[config.mk]
export PLATFORM = sky130hd
export DESIGN_NAME = id_ex_stage
export DESIGN_NICKNAME = d
export VERILOG_FILES = /design/src/rtl/id_ex_stage.sv
export SDC_FILE = /design/constraint.sdc
export NUM_CORES = 1
export LEC_CHECK = 0
export ABC_CLOCK_PERIOD_IN_PS = 3930
export BUFFER_PORTS_ARGS = -buffer_cell sky130_fd_sc_hd__buf_2
export CAP_MARGIN = 10
export CORE_AREA = 2 2 126 128
export DETAILED_ROUTE_END_ITERATION = 6
export DIE_AREA = 0 0 128 130
export PLACE_DENSITY_LB_ADDON = 0.12
export SLEW_MARGIN = 5
export SYNTH_ARGS = -nofsm -noshare
export SYNTH_HDL_FRONTEND = slang
export SYNTH_SLANG_ARGS = --single-unit
[constraint.sdc]
create_clock -name clk_i -period 3.93 [get_ports clk_i]
set_input_delay 0.5895 -clock clk_i [delete_from_list [all_inputs] [get_ports clk_i]]
set_output_delay 0.5895 -clock clk_i [all_outputs]
set_load 0.05 [all_outputs]
[src/rtl/id_ex_stage.sv]
// ID/EX pipeline register with integrated load-use hazard detection.
// Captures decoded operands, specifiers and control from ID each cycle and
// drives EX. A load in EX whose rt feeds the instruction in ID raises
// hazard_stall_o and squashes one bubble into ID/EX.
// Optional feature macro: ID_EX_PERF_EN adds a saturating 32-bit bubble
// counter on bubble_cnt_o; without it the port and counter are absent.
module id_ex_stage #(
  parameter int DW = 32,
  parameter int RW = 5
) (
  input  logic          clk_i,
  input  logic          rst_i,
  input  logic          mem_stall_i,
  input  logic          flush_i,
  input  logic [RW-1:0] ifid_rs_i,
  input  logic [RW-1:0] ifid_rt_i,
  input  logic [RW-1:0] ifid_rd_i,
  input  logic [DW-1:0] rs_data_i,
  input  logic [DW-1:0] rt_data_i,
  input  logic [DW-1:0] imm_i,
  input  logic          reg_write_i,
  input  logic          mem_to_reg_i,
  input  logic          mem_read_i,
  input  logic          mem_write_i,
  input  logic          alu_src_i,
  input  logic          reg_dst_i,
  input  logic [1:0]    alu_op_i,
  output logic [RW-1:0] rs_o,
  output logic [RW-1:0] rt_o,
  output logic [RW-1:0] rd_o,
  output logic [DW-1:0] rs_data_o,
  output logic [DW-1:0] rt_data_o,
  output logic [DW-1:0] imm_o,
  output logic          reg_write_o,
  output logic          mem_to_reg_o,
  output logic          mem_read_o,
  output logic          mem_write_o,
  output logic          alu_src_o,
  output logic          reg_dst_o,
  output logic [1:0]    alu_op_o,
  output logic          hazard_stall_o
`ifdef ID_EX_PERF_EN
  ,
  output logic [31:0]   bubble_cnt_o
`endif
);

  logic [RW-1:0] r_rs, r_rt, r_rd;
  logic [DW-1:0] r_rs_data, r_rt_data, r_imm;
  logic          r_reg_write, r_mem_to_reg, r_mem_read, r_mem_write;
  logic          r_alu_src, r_reg_dst;
  logic [1:0]    r_alu_op;
  logic          w_hazard;
  logic          w_bubble;

  // Load-use detect: the load in EX writes rt; register 0 never matches.
  always_comb begin
    w_hazard = r_mem_read && (r_rt != '0) &&
               ((r_rt == ifid_rs_i) || (r_rt == ifid_rt_i));
    w_bubble = !mem_stall_i && (flush_i || w_hazard);
  end

  // Pipeline register: hold on memory stall, zero on bubble, else load ID.
  always_ff @(posedge clk_i or negedge rst_i) begin
    if (!rst_i) begin
      r_rs         <= '0;
      r_rt         <= '0;
      r_rd         <= '0;
      r_rs_data    <= '0;
      r_rt_data    <= '0;
      r_imm        <= '0;
      r_reg_write  <= 1'b0;
      r_mem_to_reg <= 1'b0;
      r_mem_read   <= 1'b0;
      r_mem_write  <= 1'b0;
      r_alu_src    <= 1'b0;
      r_reg_dst    <= 1'b0;
      r_alu_op     <= '0;
    end else if (mem_stall_i) begin
      r_rs         <= r_rs;
      r_rt         <= r_rt;
      r_rd         <= r_rd;
      r_rs_data    <= r_rs_data;
      r_rt_data    <= r_rt_data;
      r_imm        <= r_imm;
      r_reg_write  <= r_reg_write;
      r_mem_to_reg <= r_mem_to_reg;
      r_mem_read   <= r_mem_read;
      r_mem_write  <= r_mem_write;
      r_alu_src    <= r_alu_src;
      r_reg_dst    <= r_reg_dst;
      r_alu_op     <= r_alu_op;
    end else if (w_bubble) begin
      r_rs         <= '0;
      r_rt         <= '0;
      r_rd         <= '0;
      r_rs_data    <= '0;
      r_rt_data    <= '0;
      r_imm        <= '0;
      r_reg_write  <= 1'b0;
      r_mem_to_reg <= 1'b0;
      r_mem_read   <= 1'b0;
      r_mem_write  <= 1'b0;
      r_alu_src    <= 1'b0;
      r_reg_dst    <= 1'b0;
      r_alu_op     <= '0;
    end else begin
      r_rs         <= ifid_rs_i;
      r_rt         <= ifid_rt_i;
      r_rd         <= ifid_rd_i;
      r_rs_data    <= rs_data_i;
      r_rt_data    <= rt_data_i;
      r_imm        <= imm_i;
      r_reg_write  <= reg_write_i;
      r_mem_to_reg <= mem_to_reg_i;
      r_mem_read   <= mem_read_i;
      r_mem_write  <= mem_write_i;
      r_alu_src    <= alu_src_i;
      r_reg_dst    <= reg_dst_i;
      r_alu_op     <= alu_op_i;
    end
  end

`ifdef ID_EX_PERF_EN
  logic [31:0] r_bubble_cnt;

  // Count every bubble edge (hazard or flush), saturating at all-ones.
  always_ff @(posedge clk_i or negedge rst_i) begin
    if (!rst_i) begin
      r_bubble_cnt <= '0;
    end else if (w_bubble && (r_bubble_cnt != 32'hFFFF_FFFF)) begin
      r_bubble_cnt <= r_bubble_cnt + 32'd1;
    end
  end

  assign bubble_cnt_o = r_bubble_cnt;
`endif

  assign rs_o           = r_rs;
  assign rt_o           = r_rt;
  assign rd_o           = r_rd;
  assign rs_data_o      = r_rs_data;
  assign rt_data_o      = r_rt_data;
  assign imm_o          = r_imm;
  assign reg_write_o    = r_reg_write;
  assign mem_to_reg_o   = r_mem_to_reg;
  assign mem_read_o     = r_mem_read;
  assign mem_write_o    = r_mem_write;
  assign alu_src_o      = r_alu_src;
  assign reg_dst_o      = r_reg_dst;
  assign alu_op_o       = r_alu_op;
  assign hazard_stall_o = w_hazard;

endmodule

After elaboration in Yosys (flattened, before gate mapping):

Cells that the tools add are included.
Widths: inputs -> output; s select.

* register bits: 119
* input bits: 123
* logic and storage cells: 35

* equality and inequality tests: 2
* multiplexer cells: 13
* reduce and logical (&&, ||, !) cells: 7

Operators by type and width (number)
* $mux 32: 3
* $mux 5: 3
* $eq 5x5->1: 2
* $mux 1: 6
* $reduce_bool 5->1: 1
* $logic_and 1x1->1: 3
* $logic_or 1x1->1: 2
* $mux 2: 1
* $logic_not 1->1: 1

Longest topological paths before layout:

* word-level depth: 6
* mapped depth: 6

Worst setup path before layout:

No wires, ideal clock.

* path type: flip-flop to output port
* start point: register r_rt[0], in the netlist rt_o[0]
* end point: output hazard_stall_o
* arrival: 2.207 ns
* required time: 3.340 ns
* path slack: 1.133 ns
* cell stages (with the launch flop): 6
* path buffers: 1
* cells stage by stage: dfrtp_1 > xnor2_1 > nand3_1 > o22ai_1 > clkbuf_1 > nor2b_1

* longest elaborated chain between the ends: 3
* elaborated cells on any way between the ends: 6
* classes of those cells: 2 x eq/ne; 4 x reduce/logical

RTL lines
* start: declaration: line 48 `logic [RW-1:0] r_rs, r_rt, r_rd;`
* start signal: assignment: line 81 `r_rt <= r_rt;`
* start signal: assignment: line 109 `r_rt <= ifid_rt_i;`
* $eq 5x5->1 / $reduce_bool 5->1 (equally long branches): line 59, 58
* $logic_or 1x1->1 / $logic_and 1x1->1 (equally long branches): line 59, 58
* $logic_and 1x1->1 *: line 58 `w_hazard = r_mem_read && (r_rt != '0) &&`
* end: declaration: line 41 `output logic hazard_stall_o`

Mark *: on every way between the ends. The rest lies on a longest branch, timed or not.

Worst setup path in the final report:

* start point: register r_rt[1], in the netlist rt_o[1]
* end point: output hazard_stall_o

Same word-level chain as after synthesis.

==> results by group <==
Place
  – DP HPWL: approximately 11 mm
  – Place WS: about 1.2 ns
  – I/O Buffers: around 240
  – GP Congestion: approximately 0.78

STA
  – Slew Limit Fails: 0
  – Final setup viols: 0
  – Fmax: about 400 MHz
  – Worst hold slack: about 0.25 ns
  – Period utilisation layout: 64.4%
  – RSZ-0062 raised after global routing: false
  – Setup TNS Final: 0 ns
  – Slew HR: between 30% and 40%
  – Fin Clk Skew: 0.00615 ns
  – Min Tclk post-route: 2.53 ns
  – Fin. Hold Viols: 0
  – Worst-margin pin slew: 0.993 ns
  – PnR worst setup slack: between 1 and 1.5 ns

Floorplanning
  – Die Y: ~130 um
  – Std-Cell Rows: 46
  – Ports: about 240
  – Core Footprint: ~15000 um^2
  – Initial Utilization: a little over a third
  – Die ar.: 16600 um^2
  – Chip Width: 128 um

Clock tree
  – Worst-Skew Late Latency: about 0.4 ns
  – TritonCTS clock tree: done
  – Resized cells post-CTS: 0
  – Clock sink count: between 100 and 150
  – H-tree Lvls: 4
  – CTS clock-pin slew for the worst setup and hold paths: ~0.05 ns
  – Setup Buffers After CTS: 0
  – CTS Buf Count: 17
  – Clk buf depth: 2
  – Post-CTS Hold Buffers: 0
  – Root buf cell: clkbuf_16

Route
  – Routed wire length: between 15 and 20 mm
  – Final ANT Viol Nets: 0
  – Iteration-0 DRC Markers: approximately 490
  – Drt wl/cell: ~18 um
  – Vias: roughly 5400
  – Post-route DRC: 0
  – Vias per cell: 5.61
  – Drt pass-1 iters: 5

Cells and area
  – Layout area overhead: 31.8%
  – Layout cell share with drive strength beyond 1: 35.9%
  – Final Core Density: between 40% and 50%
  – # fillers: 1497
  – Final #Nets: 885
  – Most common cell after layout, fill and taps aside: buf_2
  – Most frequent cells in the layout: 240 x buf_2, 121 x nand2_1, 119 x a32oi_1, 119 x dfrtp_1, 112 x o21ai_1

Setup path
  – Cell family with most CP delay: simple AND/OR/NAND/NOR gates
  – Crit Path Max Fanout: 5
  – Cell breakdown of the critical path: or4_1 > o21ai_4 > nor2b_1 > buf_2
  – Crit path arrival time: 1.94 ns
  – Slowest cell on crit path: or4_1
  – Critical path class: reg -> out
  – Crit-path max cell delay: 0.60 ns
  – Startpoint Class: register
  – Crit path required time: approximately 3.3 ns
  – WP buf/inv: 1
  – Crit end category: output port

Logic synthesis
  – Gate Count Post-Synth: between 500 and 600
  – Synthesized area: about 5500 um^2
  – Syn Area/Cell: 9.88 um^2
  – Mapped Nets: slightly below 700
  – Synth Register Bits: 119
  – Synth cell types: 15
  – Post-synthesis sequential area ratio: a little over half
  – Synth warnings: 0
  – Synth area leader: dfrtp_1
  – Synth top area cells: dfrtp_1 54%, a32oi_1 19%, o21ai_1 10%
  – Share of the synthesized area in the top cell type: between 50% and 60%

Global routing
  – Pin count of the biggest net entering global routing: 239
  – Met3 GRT Util: slightly above 6%
  – Antenna violations before repair: 1
  – Overflow after GRT: 0
  – Total track usage: between 20% and 30%
  – GRT busiest layer: met2
  – Global routing usage on met1: a little over a quarter
  – Met2 global-route usage: 30.3%
  – Global-route wire length before repair: around 26 mm
  – Vias in the first global route: approximately 5000

Pwr
  – Clk pwr share: about a third
  – Int Pwr: 0.00260 W
  – Reg power frac: roughly a third
  – Sw frac: around 39%
  – Psw: approximately 0.0017 W
  – Peak supply drop: 0.000265 V
  – Leak: about 3.3 nW
  – Power density cells: 587 nW/um^2
  – Combinational power share: 32.4%

Status
  – Run status: finished, final reports clean

Min path
  – HP Class: in -> async

Job
  – Max Cap Viol: 0
## final timing paths
kind,startpoint,cells past startpoint,slack (ns),to
max in group asynchronous,rst_i,2,2.85,imm_o[20]
setup / recovery,rt_o[1],4,1.40,hazard_stall_o
hold / removal,rst_i,1,0.25,rs_data_o[11]
setup reg to reg,rt_o[0],6,1.40,rt_data_o[20]
min in group clk_i,imm_i[25],3,0.42,imm_o[25]
hold reg to reg,rs_data_o[5],2,0.48,rs_data_o[5]
## kinds of logic after synthesis
group	after synthesis	synth area share, %
flip-flops	119	53.8
AND/OR/NAND/NOR	126	8.70
buffers and inverters	65	6.04
XOR/XNOR	10	1.58
AO/OA/AOI/OAI	240	29.9
## registers in the layout, summed over array words and instances (netlist names)
signal        flops
imm_o            32
rs_data_o        32
rt_data_o        32
rd_o              5
rs_o              5
rt_o              5
alu_op_o          2
alu_src_o         1
mem_read_o        1
mem_to_reg_o      1
mem_write_o       1
reg_dst_o         1
reg_write_o       1
## layer usage
| metal | part of all wire, % | wire length [um] |
|---|---|---|
| met5 | 0 | 0 |
| met4 | 2.5 | 426 |
| met3 | 7.7 | 1320 |
| met2 | 46 | 7910 |
| met1 | 43 | 7400 |
## worst reg2reg max path, delay by kind of cell, from the launching register on
kind / cells / cell delay (ns)
xor+xnor: 1 / 0.20
simple gates: 1 / 0.14
flops: 1 / 0.46
compound gates: 2 / 0.35
buf+inv: 2 / 1.23
## metrics by stage
stage	instances	total power, W	instance area, um^2
2_1_floorplan	560	0.00254	5530
3_3_place_gp	935	0.00290	6770
3_5_place_dp	935	0.00292	6770
4_1_cts	964	0.00433	7290
5_1_grt	965	0.00448	7300
6_report	965	0.00428	7300
## power by group through the flow
stage	combinational (W)	clock, W	sequential (W)
finish	0.00139	0.00138	0.00151
global route	0.00147	0.00148	0.00154
CTS	0.00139	0.00142	0.00151
detailed placement	0.00139	0	0.00153
global placement	0.00138	0	0.00152
floorplan	0.000379	0	0.00216
## layout make-up
type                            instances  area, um^2  share of cell area, %
Sequential cell                       119        2980                   40.8
Multi-Input combinational cell        376        2250                   30.9
Timing Repair Buffer                  248        1300                   17.8
Clock buffer                           25         505                   6.93
Tap cell                              192         240                   3.29
Clock inverter                          4        20.0                  0.274
Antenna cell                            1        2.50                 0.0343
## cell usage after synthesis
cell type / count
o21ai_2: 1
a32oi_1: 119
o21ai_1: 112
xnor2_1: 10
dfrtp_1: 119
buf_6: 11
buf_2: 6
nand2_1: 121
nor2_1: 1
clkbuf_1: 48
or4_1: 1
o21ai_0: 7
nand3_1: 2
o22ai_1: 1
nor2b_1: 1
Note: power is estimated with default switching activity, not from simulation.
